File: src/rtl/return_address_stack_pkg.sv
// ============================================================================
// Module      : return_address_stack_pkg
// Description : Shared constants and types for the SAP-2 return-address stack.
//               ADDR_WIDTH is the CPU program-counter width; RAS_DEPTH is the
//               default number of stacked return addresses.
// Revision    : 1.0 - initial release
// ============================================================================
`default_nettype none

package return_address_stack_pkg;

  localparam int ADDR_WIDTH = 16;
  localparam int RAS_DEPTH  = 8;

  typedef logic [ADDR_WIDTH-1:0] addr_t;

  // Decoded {push, pop} request for one clock cycle.
  typedef enum logic [1:0] {
    RAS_IDLE = 2'b00,
    RAS_POP  = 2'b01,
    RAS_PUSH = 2'b10,
    RAS_SWAP = 2'b11
  } ras_op_e;

endpackage

`default_nettype wire

File: src/rtl/return_address_stack_if.sv
// ============================================================================
// Module      : return_address_stack_if
// Description : Control-unit <-> return-address-stack signal bundle.
//   master (control unit) drives : push, pop, push_addr, clear_err
//   slave  (stack)        drives : ret_addr, ret_valid, top_addr, level,
//                                  empty, full, overflow, underflow
// Revision    : 1.0 - initial release
// ============================================================================
`default_nettype none

interface return_address_stack_if
  import return_address_stack_pkg::*;
#(
  parameter int DEPTH = RAS_DEPTH
) ();

  logic                         push;
  logic                         pop;
  addr_t                        push_addr;
  logic                         clear_err;
  addr_t                        ret_addr;
  logic                         ret_valid;
  addr_t                        top_addr;
  logic [$clog2(DEPTH+1)-1:0]   level;
  logic                         empty;
  logic                         full;
  logic                         overflow;
  logic                         underflow;

  modport master (
    output push, pop, push_addr, clear_err,
    input  ret_addr, ret_valid, top_addr, level, empty, full, overflow, underflow
  );

  modport slave (
    input  push, pop, push_addr, clear_err,
    output ret_addr, ret_valid, top_addr, level, empty, full, overflow, underflow
  );

endinterface

`default_nettype wire

File: src/rtl/return_address_stack.sv
// ============================================================================
// Module      : return_address_stack
// Description : Hardware return-address stack for the CALL/RET path.
//               CALL pushes the next-instruction address; RET pops it and the
//               address appears one cycle later on ret_addr with a one-cycle
//               ret_valid pulse, ready for the PC parallel load.
// Ports       : clk   - system clock, rising edge
//               reset - asynchronous, active-low
//               bus   - return_address_stack_if.slave (push/pop/push_addr/
//                       clear_err in; ret_addr/ret_valid/top_addr/level/
//                       empty/full/overflow/underflow out)
// Parameters  : DEPTH - number of entries, must be >= 2
// Revision    : 1.0 - initial release
// ============================================================================
`default_nettype none

module return_address_stack
  import return_address_stack_pkg::*;
#(
  parameter int DEPTH = RAS_DEPTH
) (
  input  wire logic               clk,
  input  wire logic               reset,
  return_address_stack_if.slave   bus
);

  localparam int LW = $clog2(DEPTH + 1);
  localparam int IW = $clog2(DEPTH);

  // Storage is intentionally left out of reset; only sp defines validity.
  addr_t           mem_q [DEPTH];
  logic [LW-1:0]   sp_q, sp_d;
  addr_t           ret_addr_q, ret_addr_d;
  logic            ret_valid_q, ret_valid_d;
  logic            overflow_q, overflow_d;
  logic            underflow_q, underflow_d;

  ras_op_e         w_op;
  logic            w_empty, w_full;
  logic [IW-1:0]   w_top_idx, w_sp_idx, w_wr_idx;
  logic            w_wr_en;
  logic            w_ovf_set, w_udf_set;

  assign w_op      = ras_op_e'({bus.push, bus.pop});
  assign w_empty   = (sp_q == '0);
  assign w_full    = (sp_q == LW'(DEPTH));
  // Both indices wrap harmlessly in the states where they are unused
  // (top when empty, sp when full).
  assign w_top_idx = IW'(sp_q - 1'b1);
  assign w_sp_idx  = IW'(sp_q);

  always_comb begin
    sp_d        = sp_q;
    ret_addr_d  = ret_addr_q;
    ret_valid_d = 1'b0;
    w_wr_en     = 1'b0;
    w_wr_idx    = w_sp_idx;
    w_ovf_set   = 1'b0;
    w_udf_set   = 1'b0;

    case (w_op)
      RAS_PUSH: begin
        if (w_full) begin
          w_ovf_set = 1'b1;
        end else begin
          w_wr_en = 1'b1;
          sp_d    = sp_q + 1'b1;
        end
      end
      RAS_POP: begin
        if (w_empty) begin
          w_udf_set = 1'b1;
        end else begin
          ret_addr_d  = mem_q[w_top_idx];
          ret_valid_d = 1'b1;
          sp_d        = sp_q - 1'b1;
        end
      end
      RAS_SWAP: begin
        if (w_empty) begin
          // The pop faults but the push still lands in slot 0.
          w_udf_set = 1'b1;
          w_wr_en   = 1'b1;
          w_wr_idx  = '0;
          sp_d      = LW'(1);
        end else begin
          // Replace the top entry in place; works even when full.
          ret_addr_d  = mem_q[w_top_idx];
          ret_valid_d = 1'b1;
          w_wr_en     = 1'b1;
          w_wr_idx    = w_top_idx;
        end
      end
      default: ;
    endcase

    // A new error in the same cycle as clear_err takes priority.
    overflow_d  = (overflow_q  & ~bus.clear_err) | w_ovf_set;
    underflow_d = (underflow_q & ~bus.clear_err) | w_udf_set;
  end

  always_ff @(posedge clk or negedge reset) begin
    if (!reset) begin
      sp_q        <= '0;
      ret_addr_q  <= '0;
      ret_valid_q <= 1'b0;
      overflow_q  <= 1'b0;
      underflow_q <= 1'b0;
    end else begin
      sp_q        <= sp_d;
      ret_addr_q  <= ret_addr_d;
      ret_valid_q <= ret_valid_d;
      overflow_q  <= overflow_d;
      underflow_q <= underflow_d;
    end
  end

  always_ff @(posedge clk) begin
    if (w_wr_en) begin
      mem_q[w_wr_idx] <= bus.push_addr;
    end
  end

  assign bus.ret_addr  = ret_addr_q;
  assign bus.ret_valid = ret_valid_q;
  assign bus.top_addr  = w_empty ? '0 : mem_q[w_top_idx];
  assign bus.level     = sp_q;
  assign bus.empty     = w_empty;
  assign bus.full      = w_full;
  assign bus.overflow  = overflow_q;
  assign bus.underflow = underflow_q;

endmodule

`default_nettype wire

File: src/flat_wrapper.sv
// flat-port wrapper written by rule: the top's interface ports become plain ports
module return_address_stack_flat import return_address_stack_pkg::*;
#(
  parameter int DEPTH = RAS_DEPTH
)
  (clk, reset, bus_push, bus_pop, bus_push_addr, bus_clear_err, bus_ret_addr, bus_ret_valid, bus_top_addr, bus_level, bus_empty, bus_full, bus_overflow, bus_underflow);
  return_address_stack_if #(.DEPTH(DEPTH)) bus_i ();
  input  wire logic clk;
  input  wire logic reset;
  input wire logic [$bits(bus_i.push)-1:0] bus_push;
  input wire logic [$bits(bus_i.pop)-1:0] bus_pop;
  input wire logic [$bits(bus_i.push_addr)-1:0] bus_push_addr;
  input wire logic [$bits(bus_i.clear_err)-1:0] bus_clear_err;
  output wire logic [$bits(bus_i.ret_addr)-1:0] bus_ret_addr;
  output wire logic [$bits(bus_i.ret_valid)-1:0] bus_ret_valid;
  output wire logic [$bits(bus_i.top_addr)-1:0] bus_top_addr;
  output wire logic [$bits(bus_i.level)-1:0] bus_level;
  output wire logic [$bits(bus_i.empty)-1:0] bus_empty;
  output wire logic [$bits(bus_i.full)-1:0] bus_full;
  output wire logic [$bits(bus_i.overflow)-1:0] bus_overflow;
  output wire logic [$bits(bus_i.underflow)-1:0] bus_underflow;
  assign bus_i.push = bus_push;
  assign bus_i.pop = bus_pop;
  assign bus_i.push_addr = bus_push_addr;
  assign bus_i.clear_err = bus_clear_err;
  assign bus_ret_addr = bus_i.ret_addr;
  assign bus_ret_valid = bus_i.ret_valid;
  assign bus_top_addr = bus_i.top_addr;
  assign bus_level = bus_i.level;
  assign bus_empty = bus_i.empty;
  assign bus_full = bus_i.full;
  assign bus_overflow = bus_i.overflow;
  assign bus_underflow = bus_i.underflow;
  return_address_stack #(.DEPTH(DEPTH)) u_core (.clk(clk), .reset(reset), .bus(bus_i));
endmodule
File: config.mk
export PLATFORM = sky130hd
export DESIGN_NAME = return_address_stack_flat
export DESIGN_NICKNAME = d
export VERILOG_FILES = /design/src/rtl/return_address_stack_pkg.sv /design/src/rtl/return_address_stack_if.sv /design/src/rtl/return_address_stack.sv /design/src/flat_wrapper.sv
export SDC_FILE = /design/constraint.sdc
export NUM_CORES = 1
export LEC_CHECK = 0
export BUFFER_PORTS_ARGS = -buffer_cell sky130_fd_sc_hd__buf_2
export CAP_MARGIN = 15
export CORE_MARGIN = 5
export CORE_UTILIZATION = 40
export DETAILED_ROUTE_END_ITERATION = 8
export GPL_TIMING_DRIVEN = 0
export HOLD_SLACK_MARGIN = 0.12
export PLACE_DENSITY = 0.66
export SLEW_MARGIN = 15
export SYNTH_ARGS = -nofsm -noshare
export SYNTH_HDL_FRONTEND = slang
export SYNTH_SLANG_ARGS = --single-unit
export TNS_END_PERCENT = 5
File: constraint.sdc
create_clock -name clk -period 4.3 [get_ports clk]
set_input_delay 0 -clock clk [delete_from_list [all_inputs] [get_ports clk]]
set_output_delay 0 -clock clk [all_outputs]
set_load 0.01 [all_outputs]
== Word level (Yosys, flattened, before mapping) ==
Memory sizes are Yosys's and may differ from the RTL's.
Cells that the tools add are included.

* Add/sub/neg operators: 2
* Equality and inequality tests: 7
* Mux-type cells: 17
* Bitwise operators: 6
* Reduce and logical (&&, ||, !) cells: 5

{| class="wikitable"
|+ Operator list
! cell !! number
|-
| $mux W16 || 1
|-
| $mux W4 || 3
|-
| $pmux W4 S3 || 1
|-
| $mux W1 || 9
|-
| $mux W3 || 2
|-
| $add A4 B1 Y4 const B || 1
|-
| $eq A2 B2 Y1 const B || 2
|-
| $eq A4 B4 Y1 const B || 1
|-
| $logic_not A4 Y1 || 1
|-
| $ne A2 B2 Y1 const B || 2
|-
| $reduce_and A4 Y1 || 1
|-
| $sub A4 B1 Y4 const B || 1
|-
| $reduce_bool A3 Y1 || 1
|-
| $and A1 B1 Y1 || 2
|-
| $eq A2 B1 Y1 const B || 1
|-
| $ne A2 B1 Y1 const B || 1
|-
| $not A1 Y1 || 2
|-
| $or A1 B1 Y1 || 2
|-
| $pmux W1 S2 || 1
|-
| $reduce_and A2 Y1 || 1
|-
| $reduce_or A2 Y1 || 1
|}

* Bits in registers: 23
* Memory bits (writable): 128
* Input port bits: 21
* Output and inout bits: 41
* Logic and storage cells: 43
* Memories kept: 1

{| class="wikitable"
|+ Memory list
! name !! depth !! bits a word !! rd ports !! clocked after memory_dff !! write ports !! line !! source
|-
| u_core.mem_q || 8 || 16 || 1 || 0 || 1 || return_address_stack.sv:31 || <nowiki>addr_t mem_q [DEPTH];</nowiki>
|}

== Longest topological paths before layout ==
Gate-level depths: netlist (run 1).

* Word-level depth: 5
* Depth in mapped cells: 10
* Mapped depth without buffers: 6

== Worst setup path before layout (run 1) ==
OpenSTA, ideal clock, no wires.

* Path type: register to register
* Start: register u_core.sp_q[0], in the netlist u_core.bus.level[0]
* End: memory u_core.mem_q[1][0] (netlist name) (enable)
* Setup time: 0.409 ns
* Data arrival time: 2.983 ns
* Data required time: 3.891 ns
* Path slack: 0.908 ns
* Cell stages (with the launch flop): 10
* Buffers on the path: 3
* Period minus slack after synthesis: 3.392 ns
* Cell sequence: dfrtp_1 buf_2 clkbuf_1 inv_1 ha_1 nor3b_1 buf_2 o22ai_1 nand2_1 nor3_1

* Longest elaborated chain between the ends: 5
* Elaborated cells between the ends (all ways): 9
* Those cells by class: add/sub: 1; eq/ne: 1; mux: 6; reduce/logical: 1

{| class="wikitable"
|+ Ends and longest elaborated chain
! element !! line !! source
|-
| from (decl) || return_address_stack.sv:32 || <nowiki>logic [LW-1:0] sp_q, sp_d;</nowiki>
|-
| from (signal assigned) || return_address_stack.sv:110 || <nowiki>sp_q <= sp_d;</nowiki>
|-
| $eq A4 B4 Y1 || return_address_stack.sv:46 || <nowiki>assign w_full = (sp_q == LW'(DEPTH));</nowiki>
|-
| $mux W1 || return_address_stack.sv:63 || <nowiki>if (w_full) begin</nowiki>
|-
| $pmux W1 S2 || return_address_stack.sv:61 || <nowiki>case (w_op)</nowiki>
|-
| $mux W1 || return_address_stack.sv:119 || <nowiki>if (w_wr_en) begin</nowiki>
|-
| $mux W1 (not written as such) || return_address_stack.sv:120 || <nowiki>mem_q[w_wr_idx] <= bus.push_addr;</nowiki>
|-
| to (decl) || return_address_stack.sv:31 ||
|}

Several ways; a longest one is shown, not always the timed one.

== Worst setup path after layout (run 1) ==
* Start: register u_core.sp_q[0], in the netlist u_core.bus.level[0]
* End: memory u_core.mem_q[7][4] (netlist name) (enable)

The elaborated chain is that of the path after synthesis.

==> impl_metrics.env, run 1 <==
export IMPL_status="finished, final reports clean"
export IMPL_first_pass_iters=5
export IMPL_ys_seq_elements=151
export IMPL_synth_fp_nets=353
export IMPL_drt_vias_per_instance=5.35
export IMPL_p_clk_share_pct=27.3
export IMPL_antenna_found_initial=0
export IMPL_internal_power_mw=3.95
export IMPL_ys_top_cells_by_count="edfxtp_1, nor2_1, mux4_2"
export IMPL_synth_area_leaders="edfxtp_1, mux4_2, dfrtp_1, mux2i_1, nor2_1"
export IMPL_cellLeakagePower_nw=2.78
export IMPL_io_buffer_count=61
export IMPL_ys_seq_area_share_pct=73.1
export IMPL_r2r_slack_ns=0.90
export IMPL_wl_per_cell_um=21.1
export IMPL_nets=469
export IMPL_period_minus_slack_ns=3.40
export IMPL_critPathCaptureType="register"
export IMPL_die_area_sq_um=17700
export IMPL_reg2reg_depth=10
export IMPL_setup_viol=0
export IMPL_path_common_cell="buf_2"
export IMPL_cts_buffers=17
export IMPL_clkLatencyLatePin_ns=0.42
export IMPL_p_comb_share_pct=39.4
export IMPL_grt_start_max_net_pins=24
export IMPL_critPathMaxFanout=10
export IMPL_fmax_ghz=0.294
export IMPL_grt_pass1_vias=3596
export IMPL_timing_rr_end="u_core.mem_q[7][4]"
export IMPL_reg2reg_from="u_core.bus.level[0]"
export IMPL_hold_class="in -> async"
export IMPL_drt_iter0_drc=223
export IMPL_ys_async_sr_fraction_pct=15.2
export IMPL_instances_no_fill=645
export IMPL_fin_crit_sh_pct=79.0
export IMPL_synth_top_cell_by_area="edfxtp_1"
export IMPL_crit_family="buffers and inverters"
export IMPL_synth_main_ff_cell="edfxtp_1"
export IMPL_critical_path_max_stage_delay_ns=0.65
export IMPL_drv_slew=0
export IMPL_yosysTopAreaCellShare_pct=63.6
export IMPL_netlist_area_sq_um=6040
export IMPL_cts_sinks=151
export IMPL_diodes=0
export IMPL_postLayoutCoreUtil_pct=50.8
export IMPL_hpwl_um=9450
export IMPL_start_util_pct=40.2
export IMPL_startpoint_type="register"
export IMPL_ant_nets=0
export IMPL_drc=0
export IMPL_layout_area_overhead_vs_synth_pct=26.3
export IMPL_htreeDepth=4
export IMPL_rsz0062_at_grt="no"
export IMPL_synth_area_per_cell_sq_um=18.4
export IMPL_io_pins=62
export IMPL_crit_buf_inv=5
export IMPL_worstPathRequired_ns=4.43
export IMPL_cts_clk_slew_worst_paths_ns=0.06
export IMPL_post_cts_setup_buffers=0
export IMPL_dp_cells=594
export IMPL_pwr_share_seq_pct=33.4
export IMPL_synth_edf_count=128
export IMPL_wl_um=13600
export IMPL_die_x_um=133
export IMPL_vdd_drop_max_v=0.000332
export IMPL_clock_skew_final_ns=0.00747
export IMPL_ff_latch_area_sq_um=4420
export IMPL_synth_cells=329
export IMPL_critPathKind="reg -> reg"
export IMPL_row_count=45
export IMPL_max_slew_worst_pin_slew_ns=0.873
export IMPL_powerDensity_nw_per_um2=778
export IMPL_num_vias=3450
export IMPL_hold_viol_final=0
export IMPL_swShare_pct=33.5
export IMPL_ys_types=38
export IMPL_cp_cell_sequence="buf_2 > clkbuf_1 > inv_1 > ha_1 > nor3b_1 > buf_2 > o22ai_1 > nand2_1 > nor3_2 > buf_4"
export IMPL_multi_input_area_sq_um=1530
export IMPL_final_setup_tns_ns=0
export IMPL_clk_path_buf_depth=2
export IMPL_maxCapViolCount=0
export IMPL_cts_tree="yes"
export IMPL_yosysMostFrequentCell="edfxtp_1"
export IMPL_worstPathArrival_ns=3.53
export IMPL_grt_pass1_wl_um=21300
export IMPL_crit_path_top_delay_cell="nor3_2"
export IMPL_nFillCells=1193
export IMPL_p_sw_mw=1.99
export IMPL_max_slew_margin_pct=40.9
export IMPL_die_height_um=133
export IMPL_grt_ovfl_total=0
export IMPL_root_buffer="clkbuf_16"
export IMPL_core_sq_um=15000
export IMPL_layout_drive_gt1_share_pct=36.3
export IMPL_grt_usage_pct=16.3
export IMPL_gp_congestion=0.788
export IMPL_yosys_warnings=0
power groups by stage:
stage                     registers (mW)  logic, mW  clock network (mW)
after floorplan                     2.04       1.46                   0
after global placement              2.01       2.25                   0
after detailed placement            2.01       2.37                   0
after CTS                           1.99       2.39                1.64
after global routing                2.01       2.56                1.71
final                               1.98       2.34                1.62
cell usage in the layout (no fill, tap or decap), types with 5 or more instances in the layout:
master | Yosys | layout
edfxtp_1 | 128 | 128
buf_2 | 9 | 70
nor2_1 | 37 | 37
mux4_2 | 32 | 32
dfrtp_1 | 23 | 23
dlygate4sd3_1 | 0 | 20
mux2i_1 | 18 | 18
a21oi_1 | 18 | 18
clkbuf_16 | 0 | 17
buf_6 | 1 | 11
buf_4 | 3 | 9
nor3_2 | 0 | 8
inv_1 | 6 | 6
bufinv_16 | 0 | 5
area by class of cell:
class                      instances  area share [%]
timing repair buffer              97            8.69
sequential                       151            57.9
clock buffer                      19            5.93
inverter                           6           0.295
tap                              188            3.08
multi-input combinational        154            20.0
buffer                            18            1.49
clock inverter                    12            2.61
how the worst max path moves through the flow:
stage | from | endpoint | slack, ns | cells past startpoint
after floorplan | u_core.bus.level[0] | u_core.mem_q[1][0] | 0.91 | 9
after global placement | u_core.bus.level[0] | u_core.mem_q[1][7] | -0.66 | 9
after detailed placement | u_core.bus.level[0] | u_core.mem_q[4][5] | 0.77 | 8
after CTS | u_core.bus.level[0] | u_core.mem_q[4][15] | 0.75 | 8
after global routing | u_core.bus.level[0] | u_core.mem_q[5][4] | 0.68 | 10
final | u_core.bus.level[0] | u_core.mem_q[7][4] | 0.90 | 10
routing by layer:
metal  GRT usage (%)  vias to the layer above  routed length (um)
met5               0                        -                   0
met4            6.29                        0                 247
met3            4.33                       25                 779
met2            26.3                      123                6740
met1            21.3                     1769                5860
li1                -                     1533                   -
sequential cells by signal (all words and copies together), names as in the netlist:
name	flops
u_core.mem_q	128
u_core.bus.ret_addr	16
u_core.bus.level	4
u_core.bus.overflow	1
u_core.bus.underflow	1
u_core.bus.ret_valid	1
cell families (layout without fill, tap and decap cells):
group	Yosys count	in the layout	synth area share, %
flops	151	151	73.1
buf+inv	24	152	2.26
simple gates	62	62	4.60
xor+xnor	2	2	0.600
compound gates	36	36	3.73
fa+ha+maj	3	3	0.621
mux	51	51	15.1
per-stage QoR:
stage                     power [mW]  worst slack (ns)  hold slack [ns]  instance area (sq um)
final                           5.94             0.903            0.133                   7630
after global routing            6.28             0.683            0.181                   7630
after global placement          4.26            -0.661           0.0522                   6590
after floorplan                 3.50             0.908           -0.296                   6040
after detailed placement        4.38             0.770           0.0674                   6780
after CTS                       6.02             0.753            0.150                   7630
timing repair:
item | CTS | global route
gates resized for setup | 0 | 0
hold buffers | 20 | 0
hold endpoints to repair | 156 | 0
Note: power is estimated with default switching activity, not from simulation.
==> run 2: changes to the inputs <==
ABC_AREA = 1   (was unset)
PLACE_DENSITY = 0.68   (was 0.66)
clock period = 2.76 ns   (was 4.3 ns; I/O delays follow)
==> run 2 against run 1 <==
Design area up 10%. Power increased by 71%. Critical endpoint is now bus_top_addr[5]. Combinational power up 110%. Critical path depth increased by 1. Wire length grew 27%. Synthesized cell count is 120% higher. Clock skew is 0.0023 ns higher. Clock power up 35%. Count of clock-buffer cells in the layout increased by 4.
==> impl_metrics.env, run 2 <==
export IMPL_layout_area_overhead_vs_synth_pct=22.6
export IMPL_pre_cts_ws_ns=-0.104
export IMPL_synth_area_leaders="edfxtp_1, nand2_1, dfrtp_1, nand3_1, inv_1"
export IMPL_cts_clk_slew_worst_paths_ns=0.06
export IMPL_core_sq_um=16700
export IMPL_grt_start_max_net_pins=24
export IMPL_ys_types=26
export IMPL_synth_top_cell_by_area="edfxtp_1"
export IMPL_diodes=0
export IMPL_max_slew_worst_pin_slew_ns=0.628
export IMPL_fin_crit_sh_pct=95.7
export IMPL_muxShareOfSynthArea_pct=0
export IMPL_instances_no_fill=1054
export IMPL_root_buffer="clkbuf_16"
export IMPL_clk_path_buf_depth=2
export IMPL_worstPathRequired_ns=2.76
export IMPL_critPathKind="reg -> out"
export IMPL_fmax_ghz=0.379
export IMPL_htreeDepth=4
export IMPL_grt_usage_pct=18.1
export IMPL_ys_seq_elements=151
export IMPL_maxCapViolCount=0
export IMPL_powerDensity_nw_per_um2=1210
export IMPL_ys_async_sr_fraction_pct=15.2
export IMPL_rsz0062_at_grt="no"
export IMPL_die_x_um=141
export IMPL_grt_ovfl_total=0
export IMPL_reg2reg_depth=8
export IMPL_final_cell_mix="nand2_1, edfxtp_1, inv_1, nand3_1, buf_2"
export IMPL_synth_xor_area_share_pct=0.128
export IMPL_row_count=47
export IMPL_ant_nets=0
export IMPL_period_minus_slack_ns=2.64
export IMPL_crit_path_top_delay_cell="dfrtp_2"
export IMPL_status="finished, final reports clean"
export IMPL_timing_rr_end="u_core.mem_q[0][7]"
export IMPL_cts_sinks=151
export IMPL_gp_congestion=0.810
export IMPL_drt_vias_per_instance=4.69
export IMPL_final_common_cell="nand2_1"
export IMPL_critPathCaptureType="primary output"
export IMPL_ys_top_cells_by_count="nand2_1, edfxtp_1, inv_1"
export IMPL_finalPower_mw=10.2
export IMPL_die_height_um=141
export IMPL_cts_tree="yes"
export IMPL_synth_fa_ha_area_share_pct=0.547
export IMPL_grt_pass1_vias=4637
export IMPL_final_setup_tns_ns=0
export IMPL_synth_area_per_cell_sq_um=9.66
export IMPL_hold_class="in -> async"
export IMPL_dp_cells=999
export IMPL_synth_main_ff_cell="edfxtp_1"
export IMPL_critical_path_max_stage_delay_ns=0.44
export IMPL_io_pins=62
export IMPL_worstPathArrival_ns=2.64
export IMPL_synth_cells=710
export IMPL_cts_buffers=17
export IMPL_max_slew_margin_pct=58.1
export IMPL_crit_buf_inv=6
export IMPL_crit_family="buffers and inverters"
export IMPL_cp_cell_sequence="inv_2 > buf_4 > ha_1 > buf_2 > buf_4 > buf_4 > nand3_1 > nand3_1 > nand2_1 > nor2_1 > buf_2"
export IMPL_largest_reg_flops=128
export IMPL_top_register="u_core.mem_q"
export IMPL_clock_skew_final_ns=0.00979
export IMPL_yosys_warnings=0
export IMPL_wl_per_cell_um=16.5
export IMPL_yosysMostFrequentCell="nand2_1"
export IMPL_path_common_cell="buf_4"
export IMPL_die_area_sq_um=19900
export IMPL_clkLatencyLatePin_ns=0.43
export IMPL_setup_ws_ns=0.119
export IMPL_synth_simple_area_share_pct=24.9
export IMPL_synth_fp_nets=734
export IMPL_synth_edf_count=128
export IMPL_postLayoutCoreUtil_pct=50.3
export IMPL_wl_um=17300
export IMPL_ys_seq_area_share_pct=64.4
export IMPL_first_pass_iters=5
export IMPL_drc=0
export IMPL_reg2reg_from="u_core.bus.level[0]"
export IMPL_drt_iter0_drc=463
export IMPL_antenna_found_initial=0
export IMPL_ff_latch_area_sq_um=4420
export IMPL_io_buffer_count=61
export IMPL_nets=845
export IMPL_layout_drive_gt1_share_pct=19.3
export IMPL_nFillCells=1515
export IMPL_r2r_slack_ns=0.12
export IMPL_synth_compound_area_share_pct=0.438
export IMPL_start_util_pct=41.1
export IMPL_synth_top_family_by_area="simple AND/OR/NAND/NOR gates"
export IMPL_netlist_area_sq_um=6860
export IMPL_num_vias=4945
export IMPL_hpwl_um=11500
export IMPL_setup_viol=0
export IMPL_multi_input_area_sq_um=1820
export IMPL_cellLeakagePower_nw=3.89
export IMPL_vdd_drop_max_v=0.000588
export IMPL_critPathMaxFanout=11
export IMPL_grt_pass1_wl_um=26600
export IMPL_drv_slew=0
export IMPL_yosysTopAreaCellShare_pct=56.0
export IMPL_startpoint_type="register"
export IMPL_hold_viol_final=0
-- run 2: what timing repair did --
item	4_1_cts	5_1_grt
resized for setup	3	13
buffers inserted	0	1
hold buffers	22	0
gates cloned	0	0
setup endpoints to repair	50	97
endpoints found under the hold margin	163	0
pin swaps	0	1
-- run 2: per-stage QoR --
stage / hold WS (ns) / cell area [sq um]
final: 0.116 / 8410
after global routing: 0.197 / 8410
after CTS: 0.155 / 8360
after detailed placement: 0.0645 / 7580
after global placement: 0.0589 / 7440
after floorplan: -0.296 / 6860
-- run 2: power breakdown --
group | switching (mW) | internal [mW] | leakage [nW]
logic | 3.26 | 1.64 | 2.18
clock network | 0.865 | 1.32 | 0.265
registers | 0.160 | 2.91 | 1.44
-- run 2: worst register-to-register path: cells and delay by family, from the launching register on --
family,cells,cell delay [ns]
AND/OR/NAND/NOR,4,1.01
adder cells (fa/ha/maj),1,0.29
flip-flops,1,0.46
buffers and inverters,3,0.58
-- run 2: how the worst max path moves through the flow --
stage | from | to | depth (start not counted)
finish | u_core.bus.level[0] | bus_top_addr[5] | 11
detailed placement | u_core.bus.level[0] | u_core.mem_q[7][6] | 9
global placement | u_core.bus.level[0] | u_core.mem_q[7][7] | 8
global route | u_core.bus.level[0] | bus_top_addr[5] | 11
floorplan | u_core.bus.level[0] | u_core.mem_q[2][0] | 8
CTS | u_core.bus.level[0] | u_core.mem_q[7][2] | 9
-- run 2: cell families (layout without fill, tap and decap cells) --
group	Yosys count	after routing
flops	151	151
compound gates	5	5
buf+inv	156	280
fa+ha+maj	3	3
simple gates	394	394
xor+xnor	1	1
-- run 2: cell type report --
class | instances | area share, %
timing repair buffer | 92 | 7.87
clock inverter | 9 | 1.24
buffer | 28 | 2.26
sequential | 151 | 52.6
clock buffer | 23 | 5.33
tap | 220 | 3.27
inverter | 128 | 5.79
multi-input combinational | 403 | 21.7
-- run 2: routing by layer --
layer,global-route usage (%),vias to the layer above,part of all wire [%]
met3,4.23,34,6.3
met4,6.63,0,2.0
met1,24.3,2281,44
met5,0,-,0
met2,28.8,166,48
li1,-,2464,-
==> run 3: changes to the inputs <==
--- a/config.mk
+++ b/config.mk
@@ -8,4 +8,4 @@
 export ABC_AREA = 1
-export BUFFER_PORTS_ARGS = -buffer_cell sky130_fd_sc_hd__buf_2
 export CAP_MARGIN = 15
+export CORE_ASPECT_RATIO = 0.9
 export CORE_MARGIN = 5
@@ -13,5 +13,6 @@
 export DETAILED_ROUTE_END_ITERATION = 8
+export DONT_BUFFER_PORTS = 1
 export GPL_TIMING_DRIVEN = 0
 export HOLD_SLACK_MARGIN = 0.12
-export PLACE_DENSITY = 0.68
+export PLACE_DENSITY = 0.64
 export SLEW_MARGIN = 15
--- a/constraint.sdc
+++ b/constraint.sdc
@@ -3,2 +3,2 @@
 set_output_delay 0 -clock clk [all_outputs]
-set_load 0.01 [all_outputs]
+set_load 0.005 [all_outputs]
==> run 3 against run 2 <==
Count of clock-buffer cells in the layout fell by 4. Highest routed layer unchanged. Register-to-register slack improved by 0.02 ns. Sequential share of layout area rose by 1.0 points. Worst setup slack got worse by 0.057 ns. Largest power group unchanged. Via count fell by 3.5%.
==> impl_metrics.env, run 3 (synthesized netlist as in run 2, its figures left out) <==
export IMPL_start_util_pct=40.8
export IMPL_drt_iter0_drc=410
export IMPL_grt_ovfl_total=0
export IMPL_rsz0062_at_grt="yes"
export IMPL_grt_start_max_net_pins=24
export IMPL_die_height_um=134
export IMPL_core_sq_um=16800
export IMPL_ant_nets=0
export IMPL_cts_buffers=17
export IMPL_startpoint_type="register"
export IMPL_first_pass_iters=5
export IMPL_critical_path_max_stage_delay_ns=0.45
export IMPL_crit_family="buffers and inverters"
export IMPL_clock_skew_final_ns=0.0118
export IMPL_fin_crit_sh_pct=97.8
export IMPL_diodes=0
export IMPL_die_x_um=148
export IMPL_timing_rr_end="u_core.mem_q[3][14]"
export IMPL_drt_vias_per_instance=4.81
export IMPL_critPathCaptureType="primary output"
export IMPL_r2r_slack_ns=0.14
export IMPL_finalPower_mw=9.61
export IMPL_top_register="u_core.mem_q"
export IMPL_io_buffer_count=0
export IMPL_path_common_cell="clkbuf_4"
export IMPL_period_minus_slack_ns=2.70
export IMPL_hold_viol_final=0
export IMPL_grt_pass1_wl_um=27100
export IMPL_crit_path_top_delay_cell="dfrtp_2"
export IMPL_fmax_ghz=0.371
export IMPL_reg2reg_from="u_core.bus.level[0]"
export IMPL_worstPathRequired_ns=2.76
export IMPL_num_vias=4770
export IMPL_root_buffer="clkbuf_16"
export IMPL_setup_viol=0
export IMPL_critPathKind="reg -> out"
export IMPL_worstPathArrival_ns=2.70
export IMPL_critPathMaxFanout=11
export IMPL_final_common_cell="nand2_1"
export IMPL_max_slew_worst_pin_slew_ns=0.666
export IMPL_pre_cts_ws_ns=-0.125
export IMPL_wl_um=17400
export IMPL_io_pins=62
export IMPL_wl_per_cell_um=17.6
export IMPL_reg2reg_depth=9
export IMPL_cts_tree="yes"
export IMPL_maxCapViolCount=0
export IMPL_hpwl_um=11600
export IMPL_cts_sinks=151
export IMPL_die_area_sq_um=19900
export IMPL_cellLeakagePower_nw=3.69
export IMPL_hold_class="in -> async"
export IMPL_layout_area_overhead_vs_synth_pct=20.2
export IMPL_setup_ws_ns=0.0620
export IMPL_max_slew_margin_pct=55.6
export IMPL_status="finished, final reports clean"
export IMPL_htreeDepth=4
export IMPL_grt_pass1_vias=4658
export IMPL_cp_cell_sequence="inv_2 > clkbuf_4 > ha_1 > buf_2 > clkinv_1 > clkbuf_4 > nand3_1 > nand3_2 > nand2_1 > nor2_1"
export IMPL_final_cell_mix="nand2_1, edfxtp_1, inv_1, nand3_1, nor2_1"
export IMPL_clkLatencyLatePin_ns=0.42
export IMPL_nets=792
export IMPL_row_count=45
export IMPL_clk_path_buf_depth=2
export IMPL_largest_reg_flops=128
export IMPL_gp_congestion=0.841
export IMPL_antenna_found_initial=0
export IMPL_powerDensity_nw_per_um2=1170
export IMPL_vdd_drop_max_v=0.000739
export IMPL_drc=0
export IMPL_cts_clk_slew_worst_paths_ns=0.06
export IMPL_drv_slew=0
export IMPL_grt_usage_pct=18.3
export IMPL_layout_drive_gt1_share_pct=13.7
export IMPL_crit_buf_inv=5
-- run 3: worst max path at each step --
stage | startpoint | to | cells past startpoint | slack (ns)
global placement | u_core.bus.level[0] | u_core.mem_q[6][6] | 8 | -0.78
floorplan | u_core.bus.level[0] | u_core.mem_q[2][0] | 8 | 0.20
detailed placement | u_core.bus.level[0] | u_core.mem_q[6][6] | 9 | -0.12
finish | u_core.bus.level[0] | bus_top_addr[8] | 10 | 0.06
CTS | u_core.bus.level[0] | u_core.mem_q[3][14] | 9 | -0.09
global route | u_core.bus.level[0] | bus_top_addr[12] | 10 | -0.07
-- run 3: stage by stage --
stage	instances	setup TNS, ns	area [sq um]	utilization, %	hold WS [ns]
2_1_floorplan	710	0	6860	-	-0.296
3_5_place_dp	929	-2.68	7260	43.1	-0.295
3_3_place_gp	921	-86.82	7120	42.3	-0.295
6_report	992	0	8250	49.0	0.120
5_1_grt	992	-0.384	8250	49.0	0.138
4_1_cts	989	-2.05	8150	48.4	0.136
-- run 3: worst reg2reg max path, stage by stage, from the launching register on --
cell and delay [ns]:
dfrtp_2 0.47, inv_2 0.14, clkbuf_4 0.25, ha_1 0.25, buf_2 0.14, buf_2 0.21
o21ai_2 0.18, nand2_1 0.15, nor2_4 0.32, buf_6 0.21
-- run 3: timing repair --
item,CTS,global route
hold buffers,28,0
buffers inserted,0,3
gates resized for setup,4,11
endpoints found under the hold margin,174,0
pin swaps,0,4
cloned,0,0
endpoints found under the setup margin,71,118
-- run 3: area by class of cell --
cell class,instances,area [sq um]
buffer,28,185
clock buffer,19,443
clock inverter,13,130
fill,1499,8590
inverter,128,483
multi-input combinational,403,1850
sequential,151,4420
tap,211,264
timing repair buffer,39,473
-- run 3: metal layers --
metal  track usage [%]  vias up  routed length (um)
met5                 0        -                   0
met4              4.72        0                 180
met3              5.24       11                1220
met2              30.1      140                8340
met1              23.9     2253                7690
li1                  -     2366                   -
-- run 3: report_power, final --
| group | switching, mW | internal (mW) | total (mW) |
|---|---|---|---|
| logic | 2.92 | 1.33 | 4.25 |
| clock network | 0.897 | 1.35 | 2.24 |
| registers | 0.215 | 2.91 | 3.12 |
